===== config.mk =====
export PLATFORM = sky130hd
export DESIGN_NAME = pc_sequencer
export DESIGN_NICKNAME = d
export VERILOG_FILES = /design/src/rtl/pcseq_pkg.sv /design/src/rtl/npc_select.sv /design/src/rtl/pc_sequencer.sv
export SDC_FILE = /design/constraint.sdc
export NUM_CORES = 1
export LEC_CHECK = 0
export BUFFER_PORTS_ARGS = -buffer_cell sky130_fd_sc_hd__buf_4
export CAP_MARGIN = 10
export CORE_ASPECT_RATIO = 1.25
export CORE_UTILIZATION = 35
export CTS_CLUSTER_DIAMETER = 150
export DETAILED_ROUTE_END_ITERATION = 7
export SYNTH_ARGS = -nofsm -noshare
export SYNTH_HDL_FRONTEND = slang
export SYNTH_SLANG_ARGS = --single-unit

===== constraint.sdc =====
create_clock -name clk -period 9.3 [get_ports clk]
set_input_delay 1.86 -clock clk [delete_from_list [all_inputs] [get_ports clk]]
set_output_delay 1.86 -clock clk [all_outputs]
set_load 0.01 [all_outputs]

===== src/rtl/pcseq_pkg.sv =====
// pcseq_pkg
// Shared definitions for the pc_sequencer slice of the single-cycle MIPS core.
// Contents:
//   pcseq_state_t     - run-control state encoding (RUN / PAUSE / HALT)
//   DEFAULT_RESET_PC  - byte address the PC takes on reset
//   SYSCALL_HALT_CODE - $v0 value that turns a syscall into a permanent halt
//   branch_offset()   - sign-extended, word-scaled branch displacement

package pcseq_pkg;

    typedef enum logic [1:0] {
        ST_RUN   = 2'b00,
        ST_PAUSE = 2'b01,
        ST_HALT  = 2'b10
    } pcseq_state_t;

    localparam logic [31:0] DEFAULT_RESET_PC  = 32'h0000_0000;
    localparam logic [31:0] SYSCALL_HALT_CODE = 32'd10;

    // A branch immediate counts words, so it is sign-extended and shifted
    // left by two to get a byte displacement relative to pc+4.
    function automatic logic [31:0] branch_offset(input logic [15:0] imm16);
        return {{14{imm16[15]}}, imm16, 2'b00};
    endfunction

endpackage


===== src/rtl/npc_select.sv =====
// npc_select
// Purely combinational next-PC mux for the single-cycle core.
// Ports:
//   pc_plus4     in  32  sequential successor of the current PC
//   jr,jal,j     in  1   jump strobes from the decoder
//   beq,bne      in  1   branch strobes from the decoder
//   equal        in  1   ALU rs==rt flag
//   rs_data      in  32  jr target
//   target26     in  26  jump target field of the instruction
//   imm16        in  16  branch immediate of the instruction
//   next_pc      out 32  selected next PC (jr > j/jal > taken branch > pc+4)
//   jump_taken   out 1   a jump of any kind was selected
//   branch_taken out 1   a conditional branch was selected (no jump pending)

module npc_select
    import pcseq_pkg::*;
(
    input  logic [31:0] pc_plus4,
    input  logic        jr,
    input  logic        jal,
    input  logic        j,
    input  logic        beq,
    input  logic        bne,
    input  logic        equal,
    input  logic [31:0] rs_data,
    input  logic [25:0] target26,
    input  logic [15:0] imm16,
    output logic [31:0] next_pc,
    output logic        jump_taken,
    output logic        branch_taken
);

    logic branch_cond;

    assign branch_cond  = (beq & equal) | (bne & ~equal);
    assign jump_taken   = jr | j | jal;
    assign branch_taken = branch_cond & ~jump_taken;

    // Priority mux. The jr target drops its low two bits so the PC always
    // stays word aligned; the top module flags the misalignment separately.
    always_comb begin
        next_pc = pc_plus4;
        if (jr) begin
            next_pc = {rs_data[31:2], 2'b00};
        end else if (j || jal) begin
            next_pc = {pc_plus4[31:28], target26, 2'b00};
        end else if (branch_cond) begin
            next_pc = pc_plus4 + branch_offset(imm16);
        end
    end

endmodule


===== src/rtl/pc_sequencer.sv =====
// pc_sequencer
// Next-PC and run-control unit for the single-cycle MIPS FPGA core. Holds the
// PC register, the RUN/PAUSE/HALT sequencer driven by syscall, and the sticky
// jr misalignment flag. All state advances only on cycles with en=1.
// Optional feature macro: PCSEQ_STATS_EN adds saturating statistics counters
// (cyc_cnt, jmp_cnt, br_cnt) and their ports.
// Ports:
//   clk, rst_n                 clock and asynchronous active-low reset
//   en                         step enable from the FPGA clock divider
//   go                         resume pulse, only looked at while paused
//   jr,jal,j,beq,bne,syscall   decoder strobes for the current instruction
//   equal                      ALU rs==rt flag
//   rs_data, v0_data           jr target and $v0 value
//   instr                      current instruction (imm16, target26)
//   pc, pc_plus4, imem_addr    current PC, link value, ROM word address
//   halted, paused, misalign   status flags
//   cyc_cnt, jmp_cnt, br_cnt   statistics (PCSEQ_STATS_EN only)

module pc_sequencer
    import pcseq_pkg::*;
#(
    parameter logic [31:0] RESET_PC  = DEFAULT_RESET_PC,
    parameter logic [31:0] HALT_CODE = SYSCALL_HALT_CODE,
    parameter int          CNT_W     = 32
) (
    input  logic             clk,
    input  logic             rst_n,
    input  logic             en,
    input  logic             go,
    input  logic             jr,
    input  logic             jal,
    input  logic             j,
    input  logic             beq,
    input  logic             bne,
    input  logic             syscall,
    input  logic             equal,
    input  logic [31:0]      rs_data,
    input  logic [31:0]      v0_data,
    input  logic [31:0]      instr,
    output logic [31:0]      pc,
    output logic [31:0]      pc_plus4,
    output logic [9:0]       imem_addr,
    output logic             halted,
    output logic             paused,
    output logic             misalign
`ifdef PCSEQ_STATS_EN
    ,
    output logic [CNT_W-1:0] cyc_cnt,
    output logic [CNT_W-1:0] jmp_cnt,
    output logic [CNT_W-1:0] br_cnt
`endif
);

    pcseq_state_t state_q, state_d;
    logic [31:0]  pc_d;
    logic         misalign_d;
    logic [31:0]  npc;
    logic         jump_taken;
    logic         branch_taken;
    logic         unused_opcode;

    // Opcode/function bits belong to the decoder, not to us.
    assign unused_opcode = ^instr[31:26];

    assign pc_plus4  = pc + 32'd4;
    assign imem_addr = pc[11:2];
    assign paused    = (state_q == ST_PAUSE);
    assign halted    = (state_q == ST_HALT);

    npc_select u_npc (
        .pc_plus4     (pc_plus4),
        .jr           (jr),
        .jal          (jal),
        .j            (j),
        .beq          (beq),
        .bne          (bne),
        .equal        (equal),
        .rs_data      (rs_data),
        .target26     (instr[25:0]),
        .imm16        (instr[15:0]),
        .next_pc      (npc),
        .jump_taken   (jump_taken),
        .branch_taken (branch_taken)
    );

    // Next-state logic. A syscall overrides any jump/branch strobe in the
    // same instruction. Pausing already steps past the syscall so that go
    // resumes at the following instruction; halting leaves pc on the syscall.
    always_comb begin
        state_d    = state_q;
        pc_d       = pc;
        misalign_d = misalign;
        if (en) begin
            case (state_q)
                ST_RUN: begin
                    if (syscall) begin
                        if (v0_data == HALT_CODE) begin
                            state_d = ST_HALT;
                        end else begin
                            state_d = ST_PAUSE;
                            pc_d    = pc_plus4;
                        end
                    end else begin
                        pc_d = npc;
                        if (jr && (rs_data[1:0] != 2'b00)) begin
                            misalign_d = 1'b1;
                        end
                    end
                end
                ST_PAUSE: begin
                    if (go) begin
                        state_d = ST_RUN;
                    end
                end
                ST_HALT: begin
                    state_d = ST_HALT;
                end
                default: begin
                    state_d = ST_RUN;
                end
            endcase
        end
    end

    // State, PC and sticky misalignment registers.
    always_ff @(posedge clk or negedge rst_n) begin
        if (!rst_n) begin
            state_q  <= ST_RUN;
            pc       <= RESET_PC;
            misalign <= 1'b0;
        end else begin
            state_q  <= state_d;
            pc       <= pc_d;
            misalign <= misalign_d;
        end
    end

`ifdef PCSEQ_STATS_EN
    logic run_step;
    logic instr_step;

    assign run_step   = en && (state_q == ST_RUN);
    assign instr_step = run_step && !syscall;

    // Statistics counters stick at all-ones instead of wrapping so a long
    // run never reports a misleadingly small count.
    always_ff @(posedge clk or negedge rst_n) begin
        if (!rst_n) begin
            cyc_cnt <= '0;
            jmp_cnt <= '0;
            br_cnt  <= '0;
        end else begin
            if (run_step && (cyc_cnt != '1)) begin
                cyc_cnt <= cyc_cnt + CNT_W'(1);
            end
            if (instr_step && jump_taken && (jmp_cnt != '1)) begin
                jmp_cnt <= jmp_cnt + CNT_W'(1);
            end
            if (instr_step && branch_taken && (br_cnt != '1)) begin
                br_cnt <= br_cnt + CNT_W'(1);
            end
        end
    end
`else
    logic unused_stats;
    localparam int unused_cnt_w = CNT_W;
    assign unused_stats = jump_taken ^ branch_taken;
`endif

endmodule


==> results.yml, run 1 <==
clock_network:
  cts_tree: "built"
  cts_buffers: 5
  cts_hold_buf: 0
  ctsResizeCount: 0
  path_clk_slew_ps: 50
  clock-sinks: 33
  insertion_delay_ps: 280
  cts-root-buf: "clkbuf_16"
  ctsLongestPathBuffers: 2
  h-tree-depth: 2
  postCtsSetupBuffers: 0
synth:
  syn_area_um2: 4640
  syn_avg_cell_area_um2: 7.37
  yosysWarnings: 0
  synth_cell_type_count: 76
  synthFlopType: "dfrtp_1"
  syn_inst: 630
  synth-seq-cells: 33
  synth_edf_count: 0
  ys_seq_area_frac: 0.178
  async_flop_share: 1.00
global_route:
  antenna_found_initial: 0
  globalRouteTotalUtil: 0.270
  grt_first_pass_wirelength_um: 28700
  grt_max_degree: 47
  grt_overflow: 0
  grt_pass1_vias: 5338
timing:
  fin_crit_sh: 0.524
  hold_ws_ps: 476
  min_period_ps: 4870
  worst_pin_slew_ps: 1150
  maxSlewViolCount: 0
  setup_tns_ps: 0
  timing.max_slew.rel_slack: 0.231
  fmax_mhz: 205
  fin_ws_ps: 4430
  finalClockSkew_ps: 6.05
  finalHoldViolations: 0
  setup_viol: 0
  rsz0062_at_grt: "no"
power_and_ir_drop:
  total_power_w: 0.00159
  peakVddDrop_uv: 146
  powerDensity_nw_per_um2: 261
  power_leakage_nw: 2.67
worst_setup_path:
  rrSetupSlack_ps: 4510
  worstPathRequired_ps: 9450
  path_class: "in -> reg"
  slowest_stage: "a221oi_1"
  critical_path.startpoint: "instr[0]"
  r2r_end: "pc[31]$_DFFE_PN0P_"
  timing.rr.start: "pc[2]$_DFFE_PN0P_"
  worst-path-stages: 11
  crit_fanout: 3
  cp_num_buf_inv: 1
  r2r_cells: 15
  max_stage_delay_ps: 600
  cp-end-kind: "register"
  crit_chain: "buf_4, ha_1, fa_1, a211oi_1, o211ai_1, a31oi_1, o41ai_1, a221oi_1, nor2_1, nor4_1, o31ai_1"
  setup.worst_path.end: "pc[28]$_DFFE_PN0P_"
  start_kind: "input pin"
  worstPathArrival_ps: 5020
  cpLargestDelayFamily: "compound AO/OA/AOI/OAI gates"
final_layout:
  antennaDiodeCount: 0
  final_cell_mix: "buf_4, nand2_1, nor2_1"
  final_common_cell: "buf_4"
  areaGrowthSynthToFinish_pct: 31.4
  multi_input_area_um2: 3530
  finish.utilization: 0.475
  fill_cells: 1326
  ff_latch_area_um2: 826
  drive_gt1_frac: 0.263
  num-nets-final: 921
status:
  status: "finished, final reports clean"
die:
  rows: 46
  initial_core_util: 0.362
  die_x_um: 105
  die_h_um: 131
  core-area_um2: 12800
  ios: 184
  die-area_um2: 13700
worst_hold_path:
  worstHoldPathType: "reg -> reg"
route:
  wl_um: 18900
  drt_pass1_iterations: 5
  vias: 5607
  ant_nets: 0
  vias_per_cell: 5.93
  wl_per_cell_um: 20.0
  drc: 0
  drtIter0Drc: 306
placement:
  preCtsSetupSlack_ps: 4200
  gp_congestion: 0.903
  port_buffers: 173
  dp_hpwl_um: 14400
job:
  drv_cap: 0
## flip-flops by register name (all words and copies together) (netlist names)
register  cells
pc           30
state_q       2
misalign      1
## layout make-up
type,count,share of cell area
Sequential cell,33,0.135
Clock buffer,6,0.0211
Clock inverter,2,0.00164
Timing Repair Buffer,176,0.217
Multi-Input combinational cell,542,0.579
Tap cell,168,0.0345
Inverter,19,0.0117
## report_power, final
group	leakage [nW]	internal, W	switching, W
sequential	0.394	0.000197	0.000105
combinational	2.21	0.000506	0.000622
clock	0.0706	0.0000983	0.0000632
total	2.67	0.000802	0.000790
## how the worst min path moves through the flow
| stage | cells after the start | start | endpoint | slack [ps] |
|---|---|---|---|---|
| after CTS | 1 | misalign$_DFFE_PN0P_ | misalign$_DFFE_PN0P_ | 480 |
| after global placement | 1 | misalign$_DFFE_PN0P_ | misalign$_DFFE_PN0P_ | 470 |
| after floorplan | 1 | state_q[0]$_DFFE_PN0P_ | state_q[1]$_DFFE_PN0P_ | 460 |
| final | 1 | misalign$_DFFE_PN0P_ | misalign$_DFFE_PN0P_ | 480 |
| after global routing | 1 | misalign$_DFFE_PN0P_ | misalign$_DFFE_PN0P_ | 480 |
| after detailed placement | 1 | misalign$_DFFE_PN0P_ | misalign$_DFFE_PN0P_ | 460 |
## routing by layer
metal	vias up	share of wire	GRT usage
li1	2654	-	-
met1	2646	0.41	0.336
met5	-	0	0
met3	46	0.062	0.0228
met4	0	0.036	0.123
met2	261	0.49	0.479
## synthesized netlist by cell type (all sizes together), types with 16 or more instances
cell type  number  area, um2
nand3          21        105
o21ai          57        289
nand2          69        259
buf            24        165
inv            19       71.3
ha             36        450
dfrtp          33        826
xnor2          31        279
a21oi          55        279
nor2           62        233
xor2           16        140
## worst reg2reg max path, delay by kind of cell (launching register included)
kind                       cells  cell delay (ps)
AOI/OAI and AO/OA              4             1130
adders and majority gates      2              760
and+or+nand+nor                6             1660
buffers and inverters          1              120
DFF                            1              500
muxes                          1               90
xor gates and xnor gates       1              440
## cell families after synthesis
family                     synth area share
AOI/OAI and AO/OA                     0.314
xor gates and xnor gates             0.0902
adders and majority gates             0.101
buffers and inverters                0.0638
DFF                                   0.178
muxes                                0.0156
other                              0.000807
and+or+nand+nor                       0.236
## stage by stage
| step | cells | cell area, um2 |
|---|---|---|
| after floorplan | 633 | 4660 |
| after global placement | 938 | 5960 |
| after detailed placement | 938 | 5960 |
| after CTS | 946 | 6100 |
| after global routing | 946 | 6100 |
| final | 946 | 6100 |
(Power assumes the default switching activity.)
==> run 2, diff against run 1 <==
Clock period 9.3 ns to 4.4 ns, I/O delays scaled along.
==> run 2 against run 1 <==
- utilization is 2.0 points higher
- flip-flop and latch count stayed put
- sequential share of layout area is 0.55 points lower
- critical path depth is 3 higher
==> results.yml, run 2 (same netlist as run 1, synthesis figures left out) <==
clock_network:
  insertion_delay_ps: 280
  cts_buffers: 5
  cts_hold_buf: 0
  ctsLongestPathBuffers: 2
  clock-sinks: 33
  path_clk_slew_ps: 60
  h-tree-depth: 2
  cts-root-buf: "clkbuf_16"
  cts_tree: "built"
worst_setup_path:
  worstPathArrival_ps: 4360
  path_class: "reg -> reg"
  cp_num_buf_inv: 1
  start_kind: "register"
  crit_fanout: 9
  cp-end-kind: "register"
  max_stage_delay_ps: 530
  cpMostUsedCell: "nand3_1"
  slowest_stage: "dfrtp_1"
  crit_chain: "nand3_1, nor3_2, buf_4, nand3_1, xnor2_1, ha_1, o21ai_0, nor2_1, or4b_4, and4_4, a2111oi_4, o31a_2, mux2i_1, o32ai_1"
  worstPathRequired_ps: 4580
  cpLargestDelayFamily: "simple AND/OR/NAND/NOR gates"
final_layout:
  drive_gt1_frac: 0.292
  fin_cells: 973
  fin_area_um2: 6360
  final_common_cell: "buf_4"
  largest_register: "pc"
  multi_input_area_um2: 3550
  fill_cells: 1287
  ff_latch_area_um2: 826
  antennaDiodeCount: 0
  num-nets-final: 948
  final_cell_mix: "buf_4, nand2_1, nor2_1"
  reg.largest.list: "pc x30, state_q x2, misalign x1"
  areaGrowthSynthToFinish_pct: 36.9
  largest_register_ffs: 30
timing:
  timing.max_slew.rel_slack: 0.358
  fin_crit_sh: 0.950
  fin_ws_ps: 219
  finalHoldViolations: 0
  setup_tns_ps: 0
  finalClockSkew_ps: 4.27
  fmax_mhz: 239
  min_period_ps: 4180
  setup_viol: 0
  worst_pin_slew_ps: 961
  maxSlewViolCount: 0
  rsz0062_at_grt: "no"
placement:
  dp_hpwl_um: 15100
  placed_cell_area_um2: 6160
  preCtsSetupSlack_ps: 276
  dp_cells: 965
  port_buffers: 173
  gp_congestion: 0.928
power_and_ir_drop:
  powerDensity_nw_per_um2: 563
  total_power_w: 0.00358
  power_leakage_nw: 2.84
  peakVddDrop_uv: 271
global_route:
  grt_first_pass_wirelength_um: 29600
  antenna_found_initial: 0
  globalRouteTotalUtil: 0.279
  grt_max_degree: 40
  grt_overflow: 0
  grt_pass1_vias: 5450
die:
  die_x_um: 105
  ios: 184
  die_h_um: 131
  die-area_um2: 13700
  initial_core_util: 0.362
  core-area_um2: 12800
  rows: 46
job:
  drv_cap: 0
route:
  ant_nets: 0
  drtIter0Drc: 420
  wl_per_cell_um: 20.0
  vias: 5706
  wl_um: 19500
  drt_pass1_iterations: 5
  vias_per_cell: 5.86
  drc: 0
worst_hold_path:
  worstHoldPathType: "reg -> reg"
status:
  status: "finished, final reports clean"
## run 2: cell types whose count changed in the layout (fill, tap and decap cells not counted), sizes merged
cell    delta
clkbuf     +1
clkinv     -2
buf       +27
bufinv     +1
## run 2: through the flow
stage           util  hold WS [ps]
4_1_cts        0.494           484
6_report       0.495           481
5_1_grt        0.495           510
3_3_place_gp   0.480           465
2_1_floorplan      -           464
3_5_place_dp   0.480           469
## run 2: path summary, 6_finish.rpt
check / from / to / slack (ps) / cells past startpoint
min in group asynchronous: rst_n / pc[26]$_DFFE_PN0P_ / 550 / 1
max in group asynchronous: rst_n / pc[2]$_DFFE_PN0P_ / 3500 / 1
max: pc[4]$_DFFE_PN0P_ / pc[31]$_DFFE_PN0P_ / 220 / 14
min reg2reg: misalign$_DFFE_PN0P_ / misalign$_DFFE_PN0P_ / 480 / 1
min: misalign$_DFFE_PN0P_ / misalign$_DFFE_PN0P_ / 480 / 1
max reg2reg: pc[4]$_DFFE_PN0P_ / pc[31]$_DFFE_PN0P_ / 220 / 14
## run 2: repair_timing
action,in CTS,in global routing
gates resized for setup,0,4
setup buffers,0,0
setup endpoints to repair,0,2
## run 2: cell type report
cell class                 instances  share of cell area
sequential                        33               0.130
timing repair buffer             203               0.240
clock buffer                       7              0.0224
inverter                          19              0.0112
clock inverter                     1             0.00472
multi-input combinational        542               0.559
tap                              168              0.0331
## run 2: worst reg2reg max path: stages (launching register included)
cell and delay [ps]:
dfrtp_1 530, nand3_1 300, nor3_2 260, buf_4 200, nand3_1 100, xnor2_1 410, ha_1 390, o21ai_0 170
nor2_1 90, or4b_4 490, and4_4 210, a2111oi_4 370, o31a_2 230, mux2i_1 80, o32ai_1 250
## run 2: where the power goes
group          switching, W  total (W)  internal, W
combinational       0.00138    0.00254      0.00116
sequential         0.000210   0.000627     0.000417
clock              0.000134   0.000417     0.000283
total               0.00172    0.00358      0.00186
## run 2: metal layers
layer | share of wire | global-route usage
met3 | 0.062 | 0.0293
met4 | 0.024 | 0.0862
met2 | 0.51 | 0.523
met1 | 0.40 | 0.337
met5 | 0 | 0
==> run 3, diff against run 2 <==
Settings changed: ABC_AREA set to 1.
Clock period 4.4 ns to 4.19 ns, I/O delays scaled along.
==> run 3 against run 2 <==
- worst hold slack worse by 7.0 ps
- critical endpoint is now pc[22]$_DFFE_PN0P_
- utilization is 4.3 points lower
- area after synthesis grew 25%
- critical path type unchanged
- count of clock-buffer cells in the layout did not move
- clock power down 6.5%
- setup slack improved by 210 ps
- sequential power rose by 14%
- critical path depth rose by 4
- non-clock buffer count fell by 22
- routed wire length up 11%
==> results.yml, run 3 <==
synth:
  synthXorXnorAreaFrac: 0.0268
  synth_cell_type_count: 47
  synthAdderAreaFrac: 0.0813
  ys_top_cells_by_count: "nand2_1, inv_1, nor2_1"
  synthMuxAreaShare: 0
  synth_most_common_cell: "nand2_1"
  yosysWarnings: 0
  synth-seq-cells: 33
  synth_top_family_by_area: "simple AND/OR/NAND/NOR gates"
  ys_seq_area_frac: 0.143
  synth_compound_area_frac: 0.141
  yosysTopAreaCell: "nand2_1"
  yosys.area_share.simple: 0.462
  async_flop_share: 1.00
  yosys-top-cells-area: "nand2_1, dfrtp_1, inv_1"
  synthFlopType: "dfrtp_1"
  synth_edf_count: 0
  syn_inst: 1076
  syn_avg_cell_area_um2: 5.38
  yosysTopAreaCellShare: 0.263
  syn_area_um2: 5790
timing:
  setup_tns_ps: 0
  min_period_ps: 3760
  maxSlewViolCount: 0
  setup_viol: 0
  finalHoldViolations: 0
  timing.max_slew.rel_slack: 0.497
  fin_crit_sh: 0.897
  rsz0062_at_grt: "no"
  fmax_mhz: 266
  finalClockSkew_ps: 3.78
  worst_pin_slew_ps: 750
power_and_ir_drop:
  power_leakage_nw: 4.11
  peakVddDrop_uv: 233
  powerDensity_nw_per_um2: 617
route:
  drtIter0Drc: 427
  wl_per_cell_um: 14.9
  ant_nets: 0
  vias: 7013
  drt_pass1_iterations: 5
  drc: 0
  vias_per_cell: 4.85
  wl_um: 21600
final_layout:
  fill_cells: 1797
  num-nets-final: 1373
  largest_register: "pc"
  areaGrowthSynthToFinish_pct: 26.6
  ff_latch_area_um2: 826
  final_cell_mix: "nand2_1, buf_4, inv_1"
  fin_cells: 1446
  final_common_cell: "nand2_1"
  largest_register_ffs: 30
  reg.largest.list: "pc x30, state_q x2, misalign x1"
  multi_input_area_um2: 4130
  drive_gt1_frac: 0.186
  antennaDiodeCount: 0
worst_setup_path:
  worstPathRequired_ps: 4400
  path_class: "reg -> reg"
  crit_chain: "ha_1, nand3_1, nor2_1, nand2_1, o22ai_1, inv_1, ha_1, nand2_1, inv_1, a21oi_1, nand3_1, nand2_1, nand2_1, nand2_1, nand2_1, o21ai_0, a21oi_1, nor2_1"
  cpMostUsedCell: "nand2_1"
  crit_fanout: 6
  max_stage_delay_ps: 440
  slowest_stage: "dfrtp_1"
  cp-end-kind: "register"
  worstPathArrival_ps: 3970
  start_kind: "register"
die:
  die_h_um: 146
  die-area_um2: 17100
  die_x_um: 117
  initial_core_util: 0.357
  rows: 52
  core-area_um2: 16200
  ios: 184
global_route:
  grt_pass1_vias: 6404
  antenna_found_initial: 0
  grt_overflow: 0
  globalRouteTotalUtil: 0.257
  grt_max_degree: 43
  grt_first_pass_wirelength_um: 33400
job:
  drv_cap: 0
clock_network:
  postCtsSetupBuffers: 0
  ctsLongestPathBuffers: 2
  clock-sinks: 33
  cts_buffers: 5
  insertion_delay_ps: 280
  cts_hold_buf: 0
  cts_tree: "built"
  ctsResizeCount: 0
  h-tree-depth: 2
  cts-root-buf: "clkbuf_16"
  path_clk_slew_ps: 60
placement:
  dp_cells: 1438
  dp_hpwl_um: 17900
  port_buffers: 173
  gp_congestion: 0.915
worst_hold_path:
  worstHoldPathType: "reg -> reg"
status:
  status: "finished, final reports clean"
## run 3: worst max-delay path: cells and delay by family (launching register included)
kind | cells | cell delay, ps
and+or+nand+nor | 10 | 1290
AOI/OAI and AO/OA | 4 | 1050
adders and majority gates | 2 | 700
DFF | 1 | 440
buffers and inverters | 2 | 210
## run 3: cells by family after synthesis
kind of cell | after synthesis
compound gates | 152
xor+xnor | 16
fa+ha+maj | 37
buf+inv | 195
flops | 33
other cells | 1
simple gates | 642
## run 3: path summary, 6_finish.rpt
| kind | cells after the start | from | to | slack, ps |
|---|---|---|---|---|
| setup / recovery | 18 | pc[2]$_DFFE_PN0P_ | pc[22]$_DFFE_PN0P_ | 430 |
| hold / removal | 2 | misalign$_DFFE_PN0P_ | misalign$_DFFE_PN0P_ | 470 |
| setup reg to reg | 18 | pc[2]$_DFFE_PN0P_ | pc[22]$_DFFE_PN0P_ | 430 |
| hold reg to reg | 2 | misalign$_DFFE_PN0P_ | misalign$_DFFE_PN0P_ | 470 |
| max in group asynchronous | 1 | rst_n | pc[4]$_DFFE_PN0P_ | 3350 |
| min in group asynchronous | 1 | rst_n | pc[30]$_DFFE_PN0P_ | 500 |
## run 3: where the power goes
group | internal (W) | switching, W | leakage [nW]
clock | 0.000252 | 0.000138 | 0.0799
sequential | 0.000466 | 0.000248 | 0.397
combinational | 0.00131 | 0.00211 | 3.63
total | 0.00203 | 0.00249 | 4.11
## run 3: metal layers
layer  track usage  vias up  routed length, um
li1              -     3665                  -
met1         0.339     3101               9370
met2         0.441      224              10600
met3        0.0246       23               1210
met4        0.0652        0                427
met5             0        -                  0
## run 3: cell type report
| type | instances | share of cell area |
|---|---|---|
| Sequential cell | 33 | 0.113 |
| Timing Repair Buffer | 181 | 0.185 |
| Inverter | 157 | 0.0804 |
| Clock inverter | 1 | 0.000683 |
| Tap cell | 216 | 0.0369 |
| Clock buffer | 7 | 0.0208 |
| Multi-Input combinational cell | 851 | 0.563 |
## run 3: per-stage QoR
| stage | instance area, um2 | worst slack [ps] | power, W | hold slack, ps | utilization |
|---|---|---|---|---|---|
| final | 7330 | 430 | 0.00452 | 474 | 0.453 |
| after global routing | 7330 | 110 | 0.00498 | 519 | 0.453 |
| after CTS | 7330 | 481 | 0.00451 | 486 | 0.453 |
| after detailed placement | 7170 | 496 | 0.00410 | 461 | 0.443 |
| after global placement | 7170 | 542 | 0.00408 | 461 | 0.443 |
| after floorplan | 5800 | 1200 | 0.00288 | 500 | - |
